==> config.mk <==
export PLATFORM = sky130hd
export DESIGN_NAME = seg7_reader
export DESIGN_NICKNAME = d
export VERILOG_FILES = /design/src/rtl/seg7_reader.sv
export SDC_FILE = /design/constraint.sdc
export NUM_CORES = 1
export LEC_CHECK = 0
export CORE_MARGIN = 2
export CORE_UTILIZATION = 31
export DETAILED_ROUTE_END_ITERATION = 6
export SETUP_SLACK_MARGIN = 0.2
export SYNTH_ARGS = -nofsm -noshare
export SYNTH_HDL_FRONTEND = slang
export SYNTH_SLANG_ARGS = --single-unit
==> constraint.sdc <==
create_clock -name CLOCK_50 -period 2.1 [get_ports CLOCK_50]
set_clock_uncertainty 0.15 [all_clocks]
set_input_delay 0.42 -clock CLOCK_50 [delete_from_list [all_inputs] [get_ports CLOCK_50]]
set_output_delay 0.42 -clock CLOCK_50 [all_outputs]
set_load 0.1 [all_outputs]
==> src/rtl/seg7_reader.sv <==
// Recovers the digit shown on an active-low 7-segment bus, with glitch filtering and count-sequence checking.
// Latency: a pattern held from edge k is accepted at edge k+2+STABLE_CYCLES; all outputs are registered.
// Backpressure: none; the display bus is observed passively and every pulse lasts exactly one cycle.
module seg7_reader #(
    parameter int STABLE_CYCLES = 4,
    parameter int MODULUS       = 8,
    parameter int CNT_W         = 8
) (
    input  logic             CLOCK_50,
    input  logic [17:17]     V_SW,
    input  logic [0:6]       SEG_IN,
    output logic [3:0]       DIGIT,
    output logic             DIGIT_VALID,
    output logic             BLANK,
    output logic             PAT_ERR,
    output logic             SEQ_ERR,
    output logic [CNT_W-1:0] SEQ_ERR_CNT
);

    localparam int         SC_W      = $clog2(STABLE_CYCLES + 1);
    localparam logic [0:6] SEG_BLANK = 7'b1111111;

    logic [0:6]       sync1_q, sync1_d;
    logic [0:6]       sync2_q, sync2_d;
    logic [0:6]       samp_q, samp_d;
    logic [SC_W-1:0]  stab_cnt_q, stab_cnt_d;
    logic [0:6]       acc_q, acc_d;
    logic [3:0]       digit_q, digit_d;
    logic             digit_vld_q, digit_vld_d;
    logic             blank_q, blank_d;
    logic             pat_err_q, pat_err_d;
    logic             seq_err_q, seq_err_d;
    logic [CNT_W-1:0] err_cnt_q, err_cnt_d;
    logic             have_prev_q, have_prev_d;
    logic [3:0]       prev_q, prev_d;

    logic             accept;
    logic             dec_hit;
    logic [3:0]       dec_dig;
    logic [4:0]       nxt_dig;

    always_comb begin
        dec_hit = 1'b1;
        dec_dig = 4'd0;
        case (samp_q)
            7'b0000001: dec_dig = 4'd0;
            7'b1001111: dec_dig = 4'd1;
            7'b0010010: dec_dig = 4'd2;
            7'b0000110: dec_dig = 4'd3;
            7'b1001100: dec_dig = 4'd4;
            7'b0100100: dec_dig = 4'd5;
            7'b0100000: dec_dig = 4'd6;
            7'b0001111: dec_dig = 4'd7;
            7'b0000000: dec_dig = 4'd8;
            7'b0000100: dec_dig = 4'd9;
            default:    dec_hit = 1'b0;
        endcase
    end

    always_comb begin
        sync1_d     = SEG_IN;
        sync2_d     = sync1_q;
        samp_d      = sync2_q;
        stab_cnt_d  = stab_cnt_q;
        acc_d       = acc_q;
        digit_d     = digit_q;
        digit_vld_d = 1'b0;
        blank_d     = blank_q;
        pat_err_d   = 1'b0;
        seq_err_d   = 1'b0;
        err_cnt_d   = err_cnt_q;
        have_prev_d = have_prev_q;
        prev_d      = prev_q;
        nxt_dig     = ({1'b0, prev_q} + 5'd1) % 5'(MODULUS);

        if (sync2_q != samp_q)
            stab_cnt_d = '0;
        else if (stab_cnt_q != SC_W'(STABLE_CYCLES))
            stab_cnt_d = stab_cnt_q + SC_W'(1);

        // samp_q has now been seen STABLE_CYCLES times in a row
        accept = (stab_cnt_q == SC_W'(STABLE_CYCLES - 1)) && (samp_q != acc_q);

        if (accept) begin
            acc_d = samp_q;
            if (dec_hit) begin
                digit_d     = dec_dig;
                digit_vld_d = 1'b1;
                blank_d     = 1'b0;
                if (have_prev_q && dec_dig != 4'd0 &&
                    (int'(dec_dig) >= MODULUS || {1'b0, dec_dig} != nxt_dig)) begin
                    seq_err_d = 1'b1;
                    if (err_cnt_q != '1)
                        err_cnt_d = err_cnt_q + CNT_W'(1);
                end
                prev_d      = dec_dig;
                have_prev_d = 1'b1;
            end else if (samp_q == SEG_BLANK) begin
                blank_d     = 1'b1;
                have_prev_d = 1'b0;
            end else begin
                pat_err_d   = 1'b1;
                have_prev_d = 1'b0;
            end
        end
    end

    always_ff @(posedge CLOCK_50) begin
        if (V_SW[17]) begin
            sync1_q     <= SEG_BLANK;
            sync2_q     <= SEG_BLANK;
            samp_q      <= SEG_BLANK;
            stab_cnt_q  <= '0;
            acc_q       <= SEG_BLANK;
            digit_q     <= 4'd0;
            digit_vld_q <= 1'b0;
            blank_q     <= 1'b1;
            pat_err_q   <= 1'b0;
            seq_err_q   <= 1'b0;
            err_cnt_q   <= '0;
            have_prev_q <= 1'b0;
            prev_q      <= 4'd0;
        end else begin
            sync1_q     <= sync1_d;
            sync2_q     <= sync2_d;
            samp_q      <= samp_d;
            stab_cnt_q  <= stab_cnt_d;
            acc_q       <= acc_d;
            digit_q     <= digit_d;
            digit_vld_q <= digit_vld_d;
            blank_q     <= blank_d;
            pat_err_q   <= pat_err_d;
            seq_err_q   <= seq_err_d;
            err_cnt_q   <= err_cnt_d;
            have_prev_q <= have_prev_d;
            prev_q      <= prev_d;
        end
    end

    assign DIGIT       = digit_q;
    assign DIGIT_VALID = digit_vld_q;
    assign BLANK       = blank_q;
    assign PAT_ERR     = pat_err_q;
    assign SEQ_ERR     = seq_err_q;
    assign SEQ_ERR_CNT = err_cnt_q;

endmodule

==> impl_metrics.py, run 1 <==
metrics = {
    "synthesis": {
        "async_flop_share": 0,
        "ys_warn_count": 0,
        "synth_seq_cells": 48,
        "synth_ff_type": "dfxtp_1",
        "synth_nets": 242,
        "synth_edf_count": 0,
        "syn_avg_cell_area_sq_um": 9.47,
        "synth_cells": 228,
        "synth.most_common_cell": "dfxtp_1",
        "yosysTopAreaCellShare": 0.445,
        "seq_area_frac_synth": 0.445,
        "yosys-top-cells-count": "48 x dfxtp_1, 22 x or2_2, 15 x a21oi_1",
        "synth_cell_types": 44,
        "netlist_area_sq_mm": 0.00216,
        "synth_top_area_cell": "dfxtp_1",
        "synthTopCellsByArea": "dfxtp_1 44%, or2_2 6.4%, xor2_1 4.9%, a21oi_1 3.5%, ha_1 2.9%",
    },
    "sta": {
        "post-route-period-util": 1.10,
        "setup_slack_ns": -0.205,
        "setup_viol": 9,
        "max_freq_mhz": 434,
        "layout_min_cycle_time_ns": 2.30,
        "worstMarginPinSlew_ns": 0.386,
        "slew_headroom": 0.742,
        "rsz0062_at_grt": "true",
        "hold_viol_final": 0,
        "slew_violations": 0,
    },
    "power_and_ir_drop": {
        "p_leak_nw": 1.18,
        "finalPower_mw": 1.87,
        "peakVddDrop_v": 0.000350,
        "power_density_mw_per_mm2": 609,
        "intPower_mw": 1.47,
        "p_clk_frac": 0.436,
        "p_sw_frac": 0.215,
        "switchingPower_mw": 0.401,
        "combPwrFrac": 0.063,
        "seqPwrFrac": 0.501,
    },
    "clock_network": {
        "cts_sinks": 48,
        "cts_buffer_depth": 2,
        "clkTransAtPathRegs_ns": 0.10,
        "cts_tree": "built",
        "cts_root_buf": "clkbuf_8",
        "htreeDepth": 2,
        "clk_latency_ns": 0.31,
        "cts_buffers": 5,
    },
    "place": {
        "dp_hpwl_um": 3090,
        "portBuffers": 24,
        "place_ws_ns": -0.211,
        "place.gp.congestion": 0.879,
    },
    "run_status": {
        "failed_checks": "setup timing",
        "status": "finished with violations",
    },
    "layout": {
        "multiInputGateArea_sq_mm": 0.00126,
        "drive_above_1_share": 0.472,
        "nFillCells": 632,
        "ff_latch_area_sq_um": 991,
        "num_antenna_cells": 0,
        "area_growth_pct": 42.1,
        "final_nets": 301,
        "final_util": 0.454,
    },
    "route": {
        "drt_wl_total_um": 4560,
        "antenna_left": 0,
        "first_pass_iters": 4,
        "wl_per_cell_um": 12.4,
        "drcViolationCount": 0,
        "wl_met2_um": 2230,
        "drt_iter0_markers": 67,
        "top_layer_used": "met4",
        "met1_length_um": 2110,
        "wl_met3_um": 162,
        "avgViaCountPerCell": 4.82,
        "via_count": 1774,
    },
    "critical_path": {
        "cp-end-kind": "flip-flop",
        "r2r_slack_ns": -0.20,
        "path_class": "flip-flop to flip-flop",
        "cp_max_fo": 7,
        "crit_required_ns": 2.19,
        "crit_path_start_kind": "flip-flop",
        "critPathArrivalTime_ns": 2.40,
    },
    "floorplanning": {
        "dieArea_sq_mm": 0.00765,
        "fp.dieW_um": 87.5,
        "core_sq_mm": 0.00676,
        "start_util": 0.320,
        "top_level_ports": 25,
        "rows": 30,
        "dieHeight_um": 87.5,
    },
    "global_routing": {
        "antenna_found_initial": 0,
        "grt_first_pass_wirelength_um": 7670,
        "grt-ovfl-total": 0,
        "first_global_vias": 1602,
        "grt_util_all_layers": 0.130,
        "grt_max_degree": 21,
    },
    "run": {
        "max-cap-violations": 0,
    },
    "min_path": {
        "worstHoldPathType": "flip-flop to flip-flop",
    },
}
[worst paths after layout]
check / cells after the start / from / to
worst min register to register: 1 / sync1_q[5] / samp_d[5]
worst max register to register: 9 / samp_q[3] / SEQ_ERR_CNT[2]
worst min-delay path: 1 / sync1_q[5] / samp_d[5]
worst max-delay path: 9 / samp_q[3] / SEQ_ERR_CNT[2]
[power by group through the flow]
| stage | Clock (mW) | Sequential [mW] | Combinational [mW] |
|---|---|---|---|
| finish | 0.814 | 0.936 | 0.118 |
| global route | 0.883 | 0.940 | 0.131 |
| CTS | 0.833 | 0.935 | 0.115 |
| detailed placement | 0 | 0.959 | 0.108 |
| global placement | 0 | 0.958 | 0.106 |
| floorplan | 0 | 0.954 | 0.0672 |
[logic make-up after synthesis]
family                     Yosys count  synth area share
buffers and inverters               23            0.0527
muxes                                2           0.00927
and+or+nand+nor                     87             0.243
DFF                                 48             0.445
AOI/OAI and AO/OA                   45             0.148
adders and majority gates            5            0.0290
xor gates and xnor gates            18            0.0730
[final cells by class]
class / instances / share of cell area
Multi-Input combinational cell: 158 / 0.409
Sequential cell: 48 / 0.323
Timing Repair Buffer: 67 / 0.182
Tap cell: 80 / 0.0326
Clock buffer: 5 / 0.0224
Clock inverter: 3 / 0.0224
Inverter: 7 / 0.00856
[metrics by stage]
step	area (sq um)	setup TNS, ns	cells	hold slack, ns
2_1_floorplan	2220	-0.859	228	0.239
3_3_place_gp	2690	-1.83	351	0.242
3_5_place_dp	2690	-2.18	351	0.242
4_1_cts	2970	-1.26	365	0.263
5_1_grt	3070	-2.28	368	0.275
6_report	3070	-1.34	368	0.260
[flip-flops by register name, summed over array words and instances, names as in the netlist]
name	cells
prev_q	4
samp_q	7
PAT_ERR	1
stab_cnt_q	3
sync1_q	7
samp_d	7
have_prev_q	1
SEQ_ERR	1
SEQ_ERR_CNT	8
acc_q	7
BLANK	1
DIGIT_VALID	1
[critical path, cell delays in order (launching register included)]
cell and delay (ns):
dfxtp_4 0.38, buf_4 0.14, nor3_2 0.19, buf_4 0.14, nand4b_1 0.15, a221oi_2 0.34, buf_4 0.17, o211ai_4 0.09
or3_4 0.35, a21oi_2 0.13
[per-layer routing]
metal | global-route usage | vias to the layer above
met5 | 0 | -
met4 | 0.0350 | 0
met3 | 0.0493 | 7
met2 | 0.207 | 26
met1 | 0.165 | 828
li1 | - | 913
[placed cells by master, fill, tap and decap left out, types with 3 or more instances in the layout]
cell	count
nor2_1	10
and3_1	3
ha_1	5
nor4_1	3
a211o_1	6
nand4_1	3
clkbuf_8	5
nand2_1	5
a21oi_2	4
or3_1	7
or2_2	21
clkdlybuf4s50_1	8
dfxtp_4	5
buf_6	6
xnor2_2	4
nor2b_1	8
dfxtp_1	34
inv_1	7
nand4b_1	3
xor2_1	12
o21ai_0	9
a21oi_1	11
nand3_1	6
dfxtp_2	9
buf_4	52
[repair_timing]
| item | in CTS | in global routing |
|---|---|---|
| endpoints found under the setup margin | 15 | 17 |
| pin swaps | 13 | 10 |
| gates cloned | 1 | 0 |
| gates resized for setup | 26 | 19 |
| setup buffers | 5 | 3 |
| hold buffers | 0 | 0 |
| endpoints found under the hold margin | 0 | 0 |
No activity file was read; power rests on OpenSTA's default activity.
==> run 2: changes to the inputs <==
CTS_BUF_LIST = sky130_fd_sc_hd__clkbuf_16   (was default)
==> run 2 against run 1 <==
Net effect:
- the run still ends with setup timing left
- clock power up 28%
- non-clock buffer count unchanged
- design area grew 2.2%
- critical path depth fell by 2
- register-to-register slack improved by 0.03 ns
- final cell count stayed put
- global-route usage is 0.36 points lower
- sequential cell count did not move
- sequential share of layout area is 0.68 points lower
- count of clock-buffer cells in the layout did not move
- critical path type unchanged
- critical endpoint unchanged
==> impl_metrics.py, run 2 (synthesis results as in run 1) <==
metrics = {
    "power_and_ir_drop": {
        "combPwrFrac": 0.055,
        "switchingPower_mw": 0.419,
        "p_clk_frac": 0.497,
        "intPower_mw": 1.67,
        "p_leak_nw": 1.21,
        "seqPwrFrac": 0.447,
        "p_sw_frac": 0.200,
        "power_density_mw_per_mm2": 667,
        "peakVddDrop_v": 0.000354,
        "finalPower_mw": 2.09,
    },
    "place": {
        "dp_cells": 351,
        "portBuffers": 24,
        "place.gp.congestion": 0.879,
        "dp_hpwl_um": 3090,
    },
    "run_status": {
        "failed_checks": "setup timing",
        "status": "finished with violations",
    },
    "clock_network": {
        "htreeDepth": 2,
        "clkTransAtPathRegs_ns": 0.07,
        "cts_hold_buf": 0,
        "cts_tree": "built",
        "clk_latency_ns": 0.29,
        "cts_buffer_depth": 2,
        "cts_buffers": 5,
        "cts_root_buf": "clkbuf_16",
        "cts_sinks": 48,
    },
    "critical_path": {
        "r2r-start": "samp_q[3]",
        "reg2regPathDepth": 7,
        "crit_required_ns": 2.17,
        "cp-end-kind": "flip-flop",
        "crit_path_start_kind": "flip-flop",
        "r2r_end": "SEQ_ERR_CNT[2]",
        "r2r_slack_ns": -0.18,
        "critPathArrivalTime_ns": 2.35,
        "path_class": "flip-flop to flip-flop",
        "cp_max_fo": 7,
    },
    "layout": {
        "drive_above_1_share": 0.479,
        "final_util": 0.464,
        "fin_cells": 368,
        "final_cell_mix": "51 x buf_4, 34 x dfxtp_1, 22 x or2_2, 12 x xor2_1",
        "num_antenna_cells": 0,
        "largest_reg_flops": 8,
        "final_nets": 301,
        "area_growth_pct": 45.2,
        "layout_commonest_cell": "buf_4",
    },
    "global_routing": {
        "first_global_vias": 1608,
        "grt_util_all_layers": 0.127,
        "grt-ovfl-total": 0,
        "antenna_found_initial": 0,
        "grt_first_pass_wirelength_um": 7580,
        "grt_max_degree": 21,
    },
    "floorplanning": {
        "top_level_ports": 25,
        "fp.dieW_um": 87.5,
        "dieArea_sq_mm": 0.00765,
        "rows": 30,
        "start_util": 0.320,
        "dieHeight_um": 87.5,
        "core_sq_mm": 0.00676,
    },
    "sta": {
        "post-route-period-util": 1.08,
        "layout_min_cycle_time_ns": 2.28,
        "slew_violations": 0,
        "rsz0062_at_grt": "true",
        "hold_viol_final": 0,
        "worstMarginPinSlew_ns": 0.359,
        "setup_viol": 9,
        "max_freq_mhz": 439,
        "setup_slack_ns": -0.177,
        "slew_headroom": 0.759,
    },
    "min_path": {
        "worstHoldStart": "sync1_q[4]",
        "min_path_cells": 1,
        "whs_endpoint": "samp_d[4]",
        "worstHoldPathType": "flip-flop to flip-flop",
    },
    "route": {
        "drt_iter0_markers": 49,
        "via_count": 1793,
        "drt_wl_total_um": 4430,
        "avgViaCountPerCell": 4.87,
        "antenna_left": 0,
        "drcViolationCount": 0,
        "wl_per_cell_um": 12.0,
        "first_pass_iters": 4,
    },
    "run": {
        "max-cap-violations": 0,
    },
}
-- run 2: cell counts in the layout (fill, tap and decap cells not counted) --
No cell type changed its count.
-- run 2: layer usage --
layer,vias to the layer above,routed length [um],GRT usage
li1,917,-,-
met1,837,2130,0.169
met2,32,2080,0.198
met3,7,173,0.0398
met4,0,56,0.0336
met5,-,0,0
-- run 2: metrics by stage --
step / area, sq um / setup slack [ns] / hold slack, ns / TNS (ns)
2_1_floorplan: 2220 / -0.180 / 0.239 / -0.859
3_3_place_gp: 2690 / -0.176 / 0.242 / -1.83
3_5_place_dp: 2690 / -0.211 / 0.242 / -2.18
4_1_cts: 3020 / -0.173 / 0.257 / -1.64
5_1_grt: 3140 / -0.274 / 0.267 / -2.73
6_report: 3140 / -0.177 / 0.258 / -1.28
-- run 2: how the worst max path moves through the flow --
stage / end / startpoint / cells past startpoint
final: SEQ_ERR_CNT[2] / samp_q[3] / 7
after global routing: SEQ_ERR_CNT[1] / samp_q[0] / 7
after CTS: SEQ_ERR_CNT[3] / samp_q[0] / 7
after detailed placement: SEQ_ERR_CNT[1] / samp_q[1] / 8
after global placement: SEQ_ERR_CNT[2] / samp_q[5] / 7
after floorplan: SEQ_ERR_CNT[2] / samp_q[3] / 9
-- run 2: power by group through the flow --
stage / Sequential, mW / Clock, mW / Combinational [mW]
CTS: 0.936 / 1.06 / 0.113
detailed placement: 0.959 / 0 / 0.108
finish: 0.937 / 1.04 / 0.116
global route: 0.939 / 1.11 / 0.129
global placement: 0.958 / 0 / 0.106
floorplan: 0.954 / 0 / 0.0672
-- run 2: cell type report --
cell class / count / area, sq um
Fill cell: 626 / 3620
Multi-Input combinational cell: 158 / 1260
Sequential cell: 48 / 991
Timing Repair Buffer: 67 / 562
Clock buffer: 5 / 125
Tap cell: 80 / 100
Clock inverter: 3 / 68.8
Inverter: 7 / 26.3
-- run 2: critical path: stages, from the launching register on --
cell and delay (ns):
dfxtp_4 0.37, or3b_4 0.38, or3_4 0.38, a31oi_1 0.14, nand4b_4 0.20, o211ai_4 0.12
or3_4 0.35, a21oi_2 0.13
-- run 2: timing repair --
action,CTS,global route
cloned,1,0
endpoints found under the setup margin,15,17
endpoints found under the hold margin,0,0
gates resized for setup,29,23
pin swaps,10,14
buffers inserted,4,4
